===== config.mk =====
export PLATFORM = sky130hd
export DESIGN_NAME = pmem_arbiter
export DESIGN_NICKNAME = d
export VERILOG_FILES = /design/src/rtl/pmem_arb_pkg.sv /design/src/rtl/pmem_arbiter_rr2.sv /design/src/rtl/pmem_arbiter.sv
export SDC_FILE = /design/constraint.sdc
export NUM_CORES = 1
export LEC_CHECK = 0
export CAP_MARGIN = 20
export CORE_AREA = 10 10 526 528
export DETAILED_ROUTE_END_ITERATION = 16
export DIE_AREA = 0 0 536 538
export PLACE_DENSITY = 0.31
export SLEW_MARGIN = 10
export SYNTH_ARGS = -nofsm -noshare
export SYNTH_HDL_FRONTEND = slang
export SYNTH_SLANG_ARGS = --single-unit

===== constraint.sdc =====
create_clock -name clk -period 1.9 [get_ports clk]
set_clock_uncertainty 0.05 [all_clocks]
set_input_delay 0.38 -clock clk [delete_from_list [all_inputs] [get_ports clk]]
set_output_delay 0.38 -clock clk [all_outputs]
set_load 0.005 [all_outputs]

===== src/rtl/pmem_arb_pkg.sv =====
// Shared types for the physical-memory arbiter: FSM states, grant encoding
// and priority-mode selectors.
package pmem_arb_pkg;

   typedef enum logic [1:0] {
      IDLE,
      SERVE_I,
      SERVE_D
   } arb_state_t;

   typedef enum logic {
      GNT_I,
      GNT_D
   } grant_t;

   localparam int PRIO_RR      = 0;
   localparam int PRIO_FIXED_I = 1;

endpackage


===== src/rtl/pmem_arbiter_rr2.sv =====
// Two-way requester picker: req_i[0] is the I-cache, req_i[1] the D-cache.
// Ties go to the side that was not granted last, or always to I in fixed mode.
module arb_rr2
   import pmem_arb_pkg::*;
(
   input  logic [1:0] req_i,
   input  grant_t     last_grant_i,
   input  logic       mode_i,
   output grant_t     grant_o
);

   always_comb begin
      grant_o = GNT_I;
      case (req_i)
         2'b10: grant_o = GNT_D;
         2'b11: if (!mode_i && last_grant_i == GNT_I) grant_o = GNT_D;
         default: grant_o = GNT_I;
      endcase
   end

endmodule


===== src/rtl/pmem_arbiter.sv =====
// Arbitrates the single pmem line port between the I-cache (read only) and
// the D-cache (read/write), one latched transaction at a time.
module pmem_arbiter
   import pmem_arb_pkg::*;
#(
   parameter int ADDR_W    = 32,
   parameter int LINE_W    = 256,
   parameter int PRIO_MODE = PRIO_RR
)
(
   input  logic              clk,
   input  logic              rst,
   input  logic              i_read,
   input  logic [ADDR_W-1:0] i_addr,
   output logic [LINE_W-1:0] i_rdata,
   output logic              i_resp,
   input  logic              d_read,
   input  logic              d_write,
   input  logic [ADDR_W-1:0] d_addr,
   input  logic [LINE_W-1:0] d_wdata,
   output logic [LINE_W-1:0] d_rdata,
   output logic              d_resp,
   output logic              pmem_read,
   output logic              pmem_write,
   output logic [ADDR_W-1:0] pmem_addr,
   output logic [LINE_W-1:0] pmem_wdata,
   input  logic [LINE_W-1:0] pmem_rdata,
   input  logic              pmem_resp
);

   arb_state_t        state_q, state_d;
   grant_t            last_grant_q, last_grant_d;
   grant_t            pick;
   logic              op_write_q, op_write_d;
   logic [ADDR_W-1:0] addr_q, addr_d;
   logic [LINE_W-1:0] wdata_q, wdata_d;
   logic [LINE_W-1:0] i_rdata_q, d_rdata_q;
   logic              i_req, d_req;

   assign i_req = i_read;
   assign d_req = d_read | d_write;

   arb_rr2 u_pick (
      .req_i        ({d_req, i_req}),
      .last_grant_i (last_grant_q),
      .mode_i       (PRIO_MODE == PRIO_FIXED_I),
      .grant_o      (pick)
   );

   // Requests are only sampled in IDLE; a write wins over a simultaneous read.
   always_comb begin
      state_d      = state_q;
      last_grant_d = last_grant_q;
      op_write_d   = op_write_q;
      addr_d       = addr_q;
      wdata_d      = wdata_q;
      pmem_read    = 1'b0;
      pmem_write   = 1'b0;
      i_resp       = 1'b0;
      d_resp       = 1'b0;
      case (state_q)
         IDLE: begin
            if (i_req || d_req) begin
               last_grant_d = pick;
               if (pick == GNT_I) begin
                  state_d    = SERVE_I;
                  op_write_d = 1'b0;
                  addr_d     = i_addr;
                  wdata_d    = '0;
               end else begin
                  state_d    = SERVE_D;
                  op_write_d = d_write;
                  addr_d     = d_addr;
                  wdata_d    = d_wdata;
               end
            end
         end
         SERVE_I: begin
            pmem_read = 1'b1;
            if (pmem_resp) begin
               i_resp  = 1'b1;
               state_d = IDLE;
            end
         end
         SERVE_D: begin
            pmem_read  = ~op_write_q;
            pmem_write = op_write_q;
            if (pmem_resp) begin
               d_resp  = 1'b1;
               state_d = IDLE;
            end
         end
         default: state_d = IDLE;
      endcase
   end

   assign pmem_addr  = addr_q;
   assign pmem_wdata = wdata_q;
   assign i_rdata    = i_resp ? pmem_rdata : i_rdata_q;
   assign d_rdata    = (d_resp && !op_write_q) ? pmem_rdata : d_rdata_q;

   always_ff @(posedge clk) begin
      if (!rst) begin
         state_q      <= IDLE;
         last_grant_q <= GNT_D;
         op_write_q   <= 1'b0;
         addr_q       <= '0;
         wdata_q      <= '0;
         i_rdata_q    <= '0;
         d_rdata_q    <= '0;
      end else begin
         state_q      <= state_d;
         last_grant_q <= last_grant_d;
         op_write_q   <= op_write_d;
         addr_q       <= addr_d;
         wdata_q      <= wdata_d;
         i_rdata_q    <= i_rdata;
         d_rdata_q    <= d_rdata;
      end
   end

   a_no_rd_and_wr: assert property (@(posedge clk) disable iff (!rst) !(d_read && d_write));

endmodule


==> results of run 1 <==
[worst reg2reg max path, cell delays in order (launching register included)]
cell and delay (ps):
dfxtp_4 360, inv_4 60, ha_4 150, nand3b_4 130
buf_16 200, buf_12 230, buf_8 130, buf_16 140
buf_4 150, mux2_4 310, and2_1 150
[through the flow]
| step | power, W | instances | hold slack, ps |
|---|---|---|---|
| final | 0.0552 | 7989 | 144 |
| after CTS | 0.0565 | 7926 | 24.2 |
| after detailed placement | 0.0332 | 7608 | 444 |
| after global routing | 0.0579 | 7969 | 74.9 |
| after global placement | 0.0332 | 7608 | 429 |
| after floorplan | 0.0240 | 2743 | 403 |
[cells by family after synthesis]
family | Yosys count | synth area share [%]
simple gates | 847 | 16.7
flops | 804 | 52.3
mux | 512 | 18.7
compound gates | 329 | 8.72
buf+inv | 248 | 3.49
fa+ha+maj | 3 | 0.122
[sequential cells by signal, summed over array words and instances (netlist names)]
register,flops
i_rdata_q,256
state_q,2
pmem_addr,32
pmem_wdata,256
last_grant_q,1
op_write_q,1
d_rdata_q,256
[power by group through the flow]
stage	Combinational (W)	Clock, W	Sequential, W
floorplan	0.00494	0	0.0191
global placement	0.0141	0	0.0192
detailed placement	0.0140	0	0.0192
CTS	0.0150	0.0226	0.0189
global route	0.0158	0.0231	0.0190
finish	0.0148	0.0216	0.0189
[cell type report]
type	instances	area, µm²	area share [%]
repair buffers	1710	17700	31.4
clock buffers	174	3390	6.02
well taps	3552	4440	7.90
multi-input cells	1691	14200	25.3
flip-flops and latches	804	16100	28.6
diodes	30	75.1	0.133
inverters	3	16.3	0.0289
clock inverters	25	337	0.598
[cells in the mapped netlist (all sizes together)]
| cell type | n | area share (%) |
|---|---|---|
| dfxtp | 804 | 52 |
| and2 | 514 | 10 |
| mux2 | 512 | 19 |
| nor2b | 258 | 5.2 |
| a32oi | 257 | 7.3 |
| clkbuf | 130 | 1.6 |
| buf | 115 | 1.9 |
| nand2 | 69 | 0.84 |
| o21ai | 33 | 0.54 |
| a31oi | 32 | 0.65 |
| ha | 3 | 0.12 |
| inv | 3 | 0.037 |
| nand3 | 2 | 0.033 |
| a21boi | 1 | 0.024 |
| a2bb2oi | 1 | 0.049 |
| nand2b | 1 | 0.020 |
| nand3b | 1 | 0.065 |
| nand4 | 1 | 0.020 |
| nor3 | 1 | 0.016 |
| o21a | 1 | 0.024 |
| o2bb2ai | 1 | 0.028 |
| o31a | 1 | 0.028 |
| o31ai | 1 | 0.041 |
| o32ai | 1 | 0.028 |
[layer usage]
metal,wire length (µm),GRT usage [%],vias up
met2,103000,24.2,1191
li1,-,-,12900
met4,4700,2.90,104
met5,709,0,-
met3,21700,6.61,327
met1,83800,15.7,13700
[worst max path at each step]
stage,startpoint,endpoint,cells after the start
finish,state_q[0],d_rdata[149],8
global route,state_q[0],d_rdata[149],8
CTS,state_q[0],d_rdata[165],7
detailed placement,pmem_resp,d_rdata[31],6
global placement,pmem_resp,d_rdata[31],6
floorplan,state_q[0],d_rdata[226],6
[repair_timing]
action / 4_1_cts / 5_1_grt
hold buffers: 1 / 0
cloned: 28 / 1
setup buffers: 91 / 39
endpoints found under the hold margin: 6 / 0
gates resized for setup: 1189 / 342
pin swaps: 2 / 0
endpoints found under the setup margin: 1269 / 1274
==> flow_metrics.tcl, run 1 <==
set metrics [dict create \
    status "finished with violations" \
    violations "negative setup slack" \
    p_int_w 0.0387 \
    areaGrowthSynthToFinish_pct 82.8 \
    numCtsBuffers 111 \
    netlist_area_um2 30800 \
    drive_gt1_share_pct 25.9 \
    timing.setup.tns_ps -623410 \
    die-area_um2 288000 \
    initial_utilization_pct 11.6 \
    mostFrequentLayoutCells "clkdlybuf4s50_1, dfxtp_1, and2_1" \
    maxSlewHeadroom_pct 67.8 \
    p_per_area_nw_per_um2 981 \
    cp_data_arrival_time_ps 2700 \
    nets 4906 \
    fin_crit_ps 3130 \
    pre_cts_slack_ps -1330 \
    synth-seq-cells 804 \
    seq_power_share_pct 34.2 \
    core_region_area_um2 266000 \
    hold_violations 0 \
    vias 28200 \
    first_global_vias 28000 \
    std_cell_rows 190 \
    cp_max_fo 15 \
    max_slew.worst_pin.slew_ps 482 \
    critPathBufInv 5 \
    path_class "reg -> out" \
    synth_cells 2743 \
    fin_util_pct 21.1 \
    cts.sinks 804 \
    avgSynthCellArea_um2 11.2 \
    whs_endpoint "pmem_addr[30]" \
    r2r.worst_path.cells 10 \
    cts_tree "yes" \
    end_kind "output port" \
    clk_pin_slew_ps 60 \
    cellLeakagePower_nw 23.9 \
    port_buffers 1385 \
    worstHoldPathType "in -> reg" \
    required_ps 1470 \
    ant_nets 0 \
    p_comb_share_pct 26.8 \
    wire_per_inst_um 26.7 \
    setup_viol 1011 \
    routed_wl_mm 214 \
    h-tree-depth 3 \
    io_pins 1386 \
    grt_overflow_total 0 \
    grt_max_degree 75 \
    rsz0062_at_grt "true" \
    worstHoldStart "d_addr[30]" \
    yosysUniqueCellTypes 26 \
    clock_latency_ps 700 \
    crit_path_start_kind "flip-flop" \
    slew_violations 0 \
    cpPeakStageDelay_ps 460 \
    finalCritPeriodShare_pct 165 \
    dp_hpwl_mm 167 \
    grt_pass1_wl_mm 278 \
    cp_top_family "buffers and inverters" \
    cp_slowest_cell "clkdlybuf4s50_1" \
    cts-root-buf "clkbuf_16" \
    yosysWarnings 0 \
    die_h_um 538 \
    n_fill_cell 29000 \
    place_congestion 0.759 \
    crit_chain "inv_4 > ha_4 > nand3b_4 > buf_4 > buf_12 > buf_16 > mux2_1 > clkdlybuf4s50_1" \
    p_sw_w 0.0165 \
    maxCapViolations 0 \
    dr.pass1.iters 5 \
    synth_nets 3328 \
    power.share.switching_pct 29.9 \
    drcViolationCount 0 \
    viasPerCell 3.52 \
    clk_path_buf_depth 3 \
    drt-initial-drc-count 1215 \
    regToRegSetupSlack_ps -230 \
    dieWidth_um 536 \
    finalWorstSetupSlack_ps -1230 \
    ir_drop_uv 827 \
    final_area_um2 56300 \
    rr_startpoint "state_q[0]" \
    ys_seq_area_share_pct 52.3 \
    antenna_found_initial 122 \
    fmax_mhz 319 \
    grt_usage_pct 14.0 \
    r2r-end "d_rdata_q[219]" \
    place_area_um2 50000 \
    hold_path_depth 3 \
    clkPwrFrac_pct 39.0 \
    layout_commonest_cell "clkdlybuf4s50_1" \
]
Note: power is estimated with default switching activity, not from simulation.
==> run 2: changes to the inputs <==
--- a/config.mk
+++ b/config.mk
@@ -7,6 +7,7 @@
 export LEC_CHECK = 0
 export CAP_MARGIN = 20
 export CORE_AREA = 10 10 526 528
+export CTS_BUF_LIST = sky130_fd_sc_hd__clkbuf_16
 export DETAILED_ROUTE_END_ITERATION = 16
 export DIE_AREA = 0 0 536 538
 export PLACE_DENSITY = 0.31
==> run 2 against run 1 <==
Against the previous run: the run still ends with negative setup slack left; sequential cell count is the same; sequential share of layout area shrank 0.55 points; non-clock buffer count grew 70; via count grew 0.39%; sequential power is essentially flat; design area grew 2.0%; critical endpoint is now d_rdata[141].
==> flow_metrics.tcl, run 2 (synthesis gave the netlist of run 1 again) <==
set metrics [dict create \
    wire_per_inst_um 26.8 \
    seq_power_share_pct 34.6 \
    first_global_vias 28300 \
    whs_endpoint "pmem_addr[30]" \
    p_sw_w 0.0167 \
    pre_cts_slack_ps -1330 \
    holdWs_ps 142 \
    hold_violations 0 \
    io_pins 1386 \
    cts_tree "yes" \
    power.share.switching_pct 30.6 \
    dp_hpwl_mm 167 \
    regToRegSetupSlack_ps -340 \
    rsz0062_at_grt "true" \
    cts.sinks 804 \
    cp_max_fo 12 \
    initial_utilization_pct 11.6 \
    p_comb_share_pct 28.7 \
    nets 4976 \
    end_kind "output port" \
    finalWorstSetupSlack_ps -1220 \
    fmax_mhz 320 \
    core_region_area_um2 266000 \
    status "finished with violations" \
    clk_pin_slew_ps 60 \
    cellLeakagePower_nw 24.5 \
    violations "negative setup slack" \
    max_slew.worst_pin.slew_ps 489 \
    r2r.worst_path.cells 11 \
    antenna_found_initial 146 \
    clock_latency_ps 700 \
    ir_drop_uv 830 \
    setup_viol 1052 \
    p_int_w 0.0379 \
    grt_overflow_total 0 \
    vias 28300 \
    numCtsBuffers 111 \
    routed_wl_mm 216 \
    dr.pass1.iters 5 \
    worstHoldStart "d_addr[30]" \
    cp_data_arrival_time_ps 2690 \
    drive_gt1_share_pct 29.9 \
    std_cell_rows 190 \
    rr_startpoint "state_q[0]" \
    hold_path_depth 3 \
    ant_nets 0 \
    layout_commonest_cell "clkdlybuf4s50_1" \
    fin_crit_ps 3120 \
    place_congestion 0.759 \
    total_power_w 0.0545 \
    grt_usage_pct 14.1 \
    areaGrowthSynthToFinish_pct 86.3 \
    mostFrequentLayoutCells "clkdlybuf4s50_1, dfxtp_1, and2_1" \
    grt_pass1_wl_mm 280 \
    p_per_area_nw_per_um2 950 \
    drt-initial-drc-count 1217 \
    required_ps 1470 \
    worstHoldPathType "in -> reg" \
    cts-root-buf "clkbuf_16" \
    grt_max_degree 75 \
    viasPerCell 3.50 \
    dieWidth_um 536 \
    clkPwrFrac_pct 36.7 \
    h-tree-depth 3 \
    die_h_um 538 \
    port_buffers 1385 \
    maxSlewHeadroom_pct 67.3 \
    r2r-end "d_rdata_q[89]" \
    crit_path_start_kind "flip-flop" \
    die-area_um2 288000 \
    drcViolationCount 0 \
    maxCapViolations 0 \
    finalCritPeriodShare_pct 164 \
    slew_violations 0 \
    path_class "reg -> out" \
    clk_path_buf_depth 3 \
]
run 2: changes by cell type in the layout (fill, tap and decap cells not counted), sizes merged:
cell           change
buf              +184
clkbuf            -53
clkdlybuf4s15      +4
clkdlybuf4s50     -28
clkinv            +33
diode              +8
dlygate4sd2       -98
inv               +28
run 2: worst max-delay path, cell delays in order (launching register included):
cell and delay (ps):
dfxtp_4 360, inv_4 60, ha_4 150, nand3b_4 130, buf_4 200, buf_12 140, buf_16 150, mux2_4 320
clkdlybuf4s50_1 450
run 2: worst max path at each step:
stage                    start  slack (ps)  cells past startpoint            to
floorplan           state_q[0]         -20                      6  d_rdata[226]
global placement     pmem_resp       -1320                      6   d_rdata[31]
detailed placement   pmem_resp       -1330                      6   d_rdata[31]
CTS                 state_q[0]       -1440                      7  d_rdata[165]
global route        state_q[0]       -1370                      8  d_rdata[141]
finish              state_q[0]       -1220                      8  d_rdata[141]
run 2: metal layers:
layer  GRT usage [%]  up-vias  share of wire, %
met4            2.91      116               2.1
li1                -    13000                 -
met1            15.3    13600                38
met3            7.39      339                11
met5               0        -              0.37
met2            24.4     1198                48
run 2: what timing repair did:
item / 4_1_cts / 5_1_grt
pin swaps: 2 / 0
gates cloned: 35 / 4
hold endpoints to repair: 6 / 0
gates resized for setup: 1699 / 534
endpoints found under the setup margin: 1269 / 1295
hold buffers: 1 / 0
setup buffers: 135 / 58
run 2: cell type report:
class                      count  area [µm²]
sequential                   804       16100
clock inverter                86         566
clock buffer                 113        2830
timing repair buffer        1780       18700
tap                         3552        4440
antenna                       38        95.1
inverter                       3        18.8
multi-input combinational   1691       14600
fill                       29000      209000
run 2: power by group through the flow:
| stage | Combinational (W) | Sequential [W] | Clock, W |
|---|---|---|---|
| final | 0.0156 | 0.0189 | 0.0200 |
| after global routing | 0.0167 | 0.0190 | 0.0216 |
| after CTS | 0.0156 | 0.0189 | 0.0211 |
| after detailed placement | 0.0140 | 0.0192 | 0 |
| after global placement | 0.0141 | 0.0192 | 0 |
| after floorplan | 0.00494 | 0.0191 | 0 |
run 2: stage by stage:
step	cells	instance area, µm²	setup TNS (ps)	util [%]
floorplan	2743	30800	-471	-
global placement	7608	50000	-964760	18.8
detailed placement	7608	50000	-959460	18.8
CTS	7977	56500	-760620	21.2
global route	8038	57300	-763950	21.5
finish	8067	57400	-616030	21.5
